===== config.mk =====
export PLATFORM = sky130hd
export DESIGN_NAME = cordic_sincos
export DESIGN_NICKNAME = d
export VERILOG_FILES = /design/src/rtl/cordic_pkg.sv /design/src/rtl/cordic_sincos_stage.sv /design/src/rtl/cordic_sincos.sv
export SDC_FILE = /design/constraint.sdc
export NUM_CORES = 1
export LEC_CHECK = 0
export CAP_MARGIN = 20
export CORE_MARGIN = 1.5
export CORE_UTILIZATION = 47
export CTS_CLUSTER_SIZE = 25
export DETAILED_ROUTE_END_ITERATION = 7
export DONT_BUFFER_PORTS = 1
export PLACE_DENSITY = 0.73
export SETUP_SLACK_MARGIN = 0.1
export SLEW_MARGIN = 30
export SYNTH_ARGS = -nofsm -noshare
export SYNTH_HDL_FRONTEND = slang
export SYNTH_SLANG_ARGS = --single-unit

===== constraint.sdc =====
create_clock -name clk -period 7.91 [get_ports clk]
set_input_delay 1.582 -clock clk [delete_from_list [all_inputs] [get_ports clk]]
set_output_delay 1.582 -clock clk [all_outputs]
set_load 0.01 [all_outputs]

===== src/rtl/cordic_pkg.sv =====
// Shared CORDIC constants: FSM states, gain, pi, and the Q2.30 arctangent table.
package cordic_pkg;

   localparam int unsigned DATA_W = 32;
   localparam int unsigned INT_W  = 34;
   localparam int unsigned IDX_W  = 5;

   typedef enum logic [1:0] {
      IDLE   = 2'd0,
      ROTATE = 2'd1,
      DONE   = 2'd2
   } state_t;

   localparam logic [31:0] K_GAIN  = 32'h26DD3B6A;
   localparam logic [31:0] PI_HALF = 32'h6487ED51;
   localparam logic [33:0] PI_Q    = 34'h0C90FDAA2;

   // atan(2^-i) in Q2.30, rounded to nearest
   localparam logic [31:0] ATAN_TAB [32] = '{
      32'h3243F6A9, 32'h1DAC6705, 32'h0FADBAFD, 32'h07F56EA7,
      32'h03FEAB77, 32'h01FFD55C, 32'h00FFFAAB, 32'h007FFF55,
      32'h003FFFEB, 32'h001FFFFD, 32'h00100000, 32'h00080000,
      32'h00040000, 32'h00020000, 32'h00010000, 32'h00008000,
      32'h00004000, 32'h00002000, 32'h00001000, 32'h00000800,
      32'h00000400, 32'h00000200, 32'h00000100, 32'h00000080,
      32'h00000040, 32'h00000020, 32'h00000010, 32'h00000008,
      32'h00000004, 32'h00000002, 32'h00000001, 32'h00000000
   };

   // clamp a 34-bit internal value into the signed 32-bit output range
   function automatic logic [31:0] sat32(input logic signed [33:0] v);
      if (v[33:31] != {3{v[31]}})
         return v[33] ? 32'h80000000 : 32'h7FFFFFFF;
      return v[31:0];
   endfunction

endpackage


===== src/rtl/cordic_sincos_stage.sv =====
// One combinational rotation-mode CORDIC micro-rotation at step i.
module cordic_sincos_stage
   import cordic_pkg::*;
(
   input  logic signed [33:0] x,
   input  logic signed [33:0] y,
   input  logic signed [33:0] z,
   input  logic [4:0]         i,
   output logic signed [33:0] x_next,
   output logic signed [33:0] y_next,
   output logic signed [33:0] z_next
);

   logic signed [33:0] x_sh;
   logic signed [33:0] y_sh;
   logic signed [33:0] atan_i;

   assign x_sh   = x >>> i;
   assign y_sh   = y >>> i;
   assign atan_i = 34'(ATAN_TAB[i]);

   // rotate toward z == 0
   always_comb begin
      x_next = x;
      y_next = y;
      z_next = z;
      if (!z[33]) begin
         x_next = x - y_sh;
         y_next = y + x_sh;
         z_next = z - atan_i;
      end else begin
         x_next = x + y_sh;
         y_next = y - x_sh;
         z_next = z + atan_i;
      end
   end

endmodule


===== src/rtl/cordic_sincos.sv =====
// Iterative CORDIC sin/cos engine, one micro-rotation per clock, valid/ready on both sides.
// Optional quadrant folding for the full [-2,2) input range: CORDIC_SINCOS_QUAD_FOLD_EN.
module cordic_sincos
   import cordic_pkg::*;
#(
   parameter int unsigned ITER = 24
) (
   input  logic        clk,
   input  logic        rst_n,
   input  logic        in_valid,
   output logic        in_ready,
   input  logic [31:0] in_angle,
   output logic        out_valid,
   input  logic        out_ready,
   output logic [31:0] out_cos,
   output logic [31:0] out_sin
);

   localparam logic [4:0] LAST_IDX = 5'(ITER - 1);

   state_t             state;
   logic [4:0]         idx;
   logic signed [33:0] x, y, z;
   logic signed [33:0] x_next, y_next, z_next;
   logic signed [33:0] res_x, res_y;
   logic signed [33:0] angle_ext;

   assign angle_ext = {{2{in_angle[31]}}, in_angle};

   cordic_sincos_stage u_stage (
      .x      (x),
      .y      (y),
      .z      (z),
      .i      (idx),
      .x_next (x_next),
      .y_next (y_next),
      .z_next (z_next)
   );

`ifdef CORDIC_SINCOS_QUAD_FOLD_EN
   localparam logic signed [33:0] PI_HALF_EXT = 34'(PI_HALF);
   localparam logic signed [33:0] PI_EXT      = PI_Q;

   logic fold;
   logic signed [33:0] z_load;
   logic               fold_load;

   // map |angle| > pi/2 into range by a half turn; the result sign flips back at DONE
   always_comb begin
      z_load    = angle_ext;
      fold_load = 1'b0;
      if (angle_ext > PI_HALF_EXT) begin
         z_load    = angle_ext - PI_EXT;
         fold_load = 1'b1;
      end else if (angle_ext < -PI_HALF_EXT) begin
         z_load    = angle_ext + PI_EXT;
         fold_load = 1'b1;
      end
   end

   assign res_x = fold ? -x_next : x_next;
   assign res_y = fold ? -y_next : y_next;

   always_ff @(posedge clk or negedge rst_n) begin
      if (!rst_n)
         fold <= 1'b0;
      else if (state == IDLE && in_valid)
         fold <= fold_load;
   end
`else
   logic signed [33:0] z_load;

   assign z_load = angle_ext;
   assign res_x  = x_next;
   assign res_y  = y_next;
`endif

   always_ff @(posedge clk or negedge rst_n) begin
      if (!rst_n) begin
         state     <= IDLE;
         in_ready  <= 1'b1;
         out_valid <= 1'b0;
         out_cos   <= '0;
         out_sin   <= '0;
         x         <= '0;
         y         <= '0;
         z         <= '0;
         idx       <= '0;
      end else begin
         case (state)
            IDLE: begin
               if (in_valid) begin
                  x        <= 34'(K_GAIN);
                  y        <= '0;
                  z        <= z_load;
                  idx      <= '0;
                  in_ready <= 1'b0;
                  state    <= ROTATE;
               end
            end
            ROTATE: begin
               x <= x_next;
               y <= y_next;
               z <= z_next;
               if (idx == LAST_IDX) begin
                  out_cos   <= sat32(res_x);
                  out_sin   <= sat32(res_y);
                  out_valid <= 1'b1;
                  state     <= DONE;
               end else begin
                  idx <= idx + 5'd1;
               end
            end
            DONE: begin
               if (out_ready) begin
                  out_valid <= 1'b0;
                  in_ready  <= 1'b1;
                  state     <= IDLE;
               end
            end
            default: begin
               out_valid <= 1'b0;
               in_ready  <= 1'b1;
               state     <= IDLE;
            end
         endcase
      end
   end

endmodule


==> impl_metrics.csv <==
group,metric,value,unit
floorplanning,num_io_pins,102,
worst_setup_path,r2r_cells,22,
synth,ys_ff_latch,175,
route,drcViolationCount,0,
global_route,grtUsageTotal,32.2,%
synth,syn_area_per_cell,8.58,um2
worst_setup_path,max_stage_delay,670,ps
route,dr.pass1.iters,7,
final_layout,drive_above_1_share,10.6,%
synth,syn-instance-count,2238,
floorplanning,placementRows,73,
worst_setup_path,worstPathRequired,8280,ps
sta,rsz0062_at_grt,"no",
final_layout,fillCellCount,3754,
worst_setup_path,critPathLaunchType,"register",
final_layout,final_common_cell,"nand2_1",
sta,hold_slack,529,ps
worst_hold_path,hp-class,"reg2reg",
worst_setup_path,crit_top_cell,"a21oi_1",
final_layout,nets,2309,
final_layout,multi_input_area,13900,um2
clocking,cts.path.max_buffers,2,
global_route,antenna_found_initial,1,
synth,synth_top_area_share,22.7,%
route,vias_per_cell,6.89,
final_layout,fin_util,50.3,%
global_route,grt_pass1_wl,104000,um
clocking,clk_latency,500,ps
place,portBuffers,0,
sta,worst_pin_slew,999,ps
place,dp_worst_setup_slack,486,ps
worst_setup_path,path_cells,"buf_4 -> mux4_2 -> mux2_2 -> o2bb2ai_1 -> a211oi_1 -> and4bb_1 -> nand3b_1 -> nor3_1 -> a21oi_1 -> xnor2_1 -> ha_1 -> a21oi_1 -> o21ai_0 -> a21oi_1 -> inv_1 -> a211oi_1 -> o31a_1 -> o41ai_1 -> a31oi_1 -> xor2_2 -> a21oi_4 -> a221o_1",
run,drv_cap,0,
sta,fin_setup_tns,0,ps
sta,slew_headroom,33.4,%
floorplanning,die_area,42100,um2
floorplanning,core,40000,um2
clocking,root_buffer,"clkbuf_16",
synth,async_flop_share,100,%
place,hpwl,50200,um
synth,synth_fp_nets,2387,
synth,synth_warnings,0,
global_route,grt_pass1_vias,17700,
synth,yosys_most_used_dff,"dfrtp_1",
global_route,grt_max_degree,176,
final_layout,layout_common_cells,"nand2_1 (270), dfrtp_1 (168), nor2_1 (163)",
worst_setup_path,arrival,7710,ps
clocking,path_clk_slew,70,ps
outcome,status,"completed",
synth,synth_area_leader_cell,"dfrtp_1",
worst_setup_path,startpoint,"idx[3]$_DFFE_PN0P_",
synth,synthTopCellsByArea,"dfrtp_1 (23%), mux4_2 (8.6%), ha_1 (7.2%), nand2_1 (5.3%), xnor2_1 (5.1%)",
synth,ys_seq_area_share,22.8,%
global_route,grt_overflow_total,0,
synth,synthDistinctLibCells,97,
clocking,cts_tree,"yes",
floorplanning,initial_utilization,48.0,%
sta,setup_viol,0,
sta,maxSlewViolCount,0,
worst_setup_path,crit_end,"out_sin[30]$_DFFE_PN0P_",
synth,synth-edff-count,0,
floorplanning,die_h,205,um
worst_setup_path,worst_path_max_delay_cell,"dfrtp_2",
worst_setup_path,worst-path-max-fanout,54,
worst_setup_path,rrSetupSlack,570,ps
floorplanning,die_width,205,um
synth,synthesis.area,19200,um2
sta,max_freq,136,MHz
worst_setup_path,timing.rr.start,"idx[3]$_DFFE_PN0P_",
route,wire_per_inst,25.2,um
worst_setup_path,crit_type,"reg2reg",
clocking,cts_buffers,17,
route,ant_nets,0,
sta,finalWorstSetupSlack,573,ps
sta,hold_viol,0,
route,wirelength,68100,um
route,vias,18600,
final_layout,regArea,4400,um2
sta,fin_crit,7340,ps
clocking,htreeDepth,4,
worst_setup_path,end_kind,"register",
place,routabilityCongestion,1.05,
final_layout,syn2layout_area_growth,4.81,%
sta,post-route-period-util,92.8,%
worst_setup_path,worst_r2r_endpoint,"out_sin[30]$_DFFE_PN0P_",
clocking,cts.sinks,175,
route,drtIter0Drc,2479,
sta,fin_skew,13.3,ps
[final cells by class]
cell class                 count  share of cell area (%)
multi-input combinational   1865                    69.2
sequential                   175                    21.8
tap                          525                    3.26
clock buffer                  19                    2.25
timing repair buffer          47                    1.82
inverter                      54                    1.01
clock inverter                13                   0.609
antenna                        1                  0.0124
[synth_stat cells, types with 7 or more instances]
cell type,n
ha_1,110
buf_1,15
nand3_1,70
nor2_1,165
o211ai_1,19
nand4_1,8
mux2i_1,64
o21a_1,20
inv_1,50
buf_2,28
nor4_1,7
nor3_1,34
a21oi_1,141
nand3b_1,10
mux4_2,73
xor2_1,72
o21bai_1,16
a221oi_1,10
o22a_1,9
xnor2_1,111
clkbuf_1,68
dfrtp_1,174
nor2b_1,18
o21ai_0,128
nand2b_1,24
a31oi_1,46
a211oi_1,23
a21o_1,55
nand2_1,271
o22ai_1,30
and2_1,17
a41oi_1,9
and3_1,20
buf_4,19
a22oi_1,24
mux2_2,29
a221o_1,69
a22o_1,17
and4_1,7
buf_6,15
o31ai_1,13
[stage by stage]
stage	std cells	cell area [um2]
6_report	2699	20100
5_1_grt	2698	20100
4_1_cts	2696	20100
3_5_place_dp	2664	19500
3_3_place_gp	2664	19500
2_1_floorplan	2238	19200
[worst min-delay path by stage]
stage                             end              start  depth (start not counted)  slack, ps
detailed placement   z[2]$_DFFE_PN0P_   z[2]$_DFFE_PN0P_                          1        510
global route        z[11]$_DFFE_PN0P_  z[11]$_DFFE_PN0P_                          2        550
global placement    z[31]$_DFFE_PN0P_  z[31]$_DFFE_PN0P_                          2        500
finish              z[11]$_DFFE_PN0P_  z[11]$_DFFE_PN0P_                          2        530
CTS                 z[11]$_DFFE_PN0P_  z[11]$_DFFE_PN0P_                          2        540
floorplan           z[11]$_DFFE_PN0P_  z[11]$_DFFE_PN0P_                          2        480
[metal layers]
metal  up-vias  wire length [um]  GRT usage, %
met5         -                 0             0
met4         0              3520          16.1
met3       235              6360          7.70
met2      1078             30700          50.3
met1      8984             27500          41.5
li1       8298                 -             -
[registers in the layout, indices dropped and copies added (netlist names)]
register	flops
x	34
y	34
z	34
out_cos	32
out_sin	32
idx	5
state	2
in_ready	1
out_valid	1
[repair_timing]
item	CTS	global route
resized for setup	0	1
hold buffers	0	0
setup buffers	0	1
endpoints found under the setup margin	0	31
[worst max-delay path, delay by kind of cell, from the launching register on]
kind,cells,cell delay [ps]
xor+xnor,2,660
simple gates,3,970
flops,1,670
buf+inv,2,630
fa+ha+maj,1,320
mux,2,770
compound gates,12,3190
[kinds of logic (layout without fill, tap and decap cells)]
logic type,count (synthesis),after routing,share of synthesized area [%]
compound gates,704,705,25.5
simple gates,693,693,16.9
buf+inv,199,133,5.03
xor+xnor,185,185,8.52
flops,175,175,22.8
mux,169,169,13.8
fa+ha+maj,113,113,7.48
other cells,0,1,0
Power is left out: the tool's default activity adds up to more than one toggle a clock period on the data nets, which glitch-free logic cannot reach.
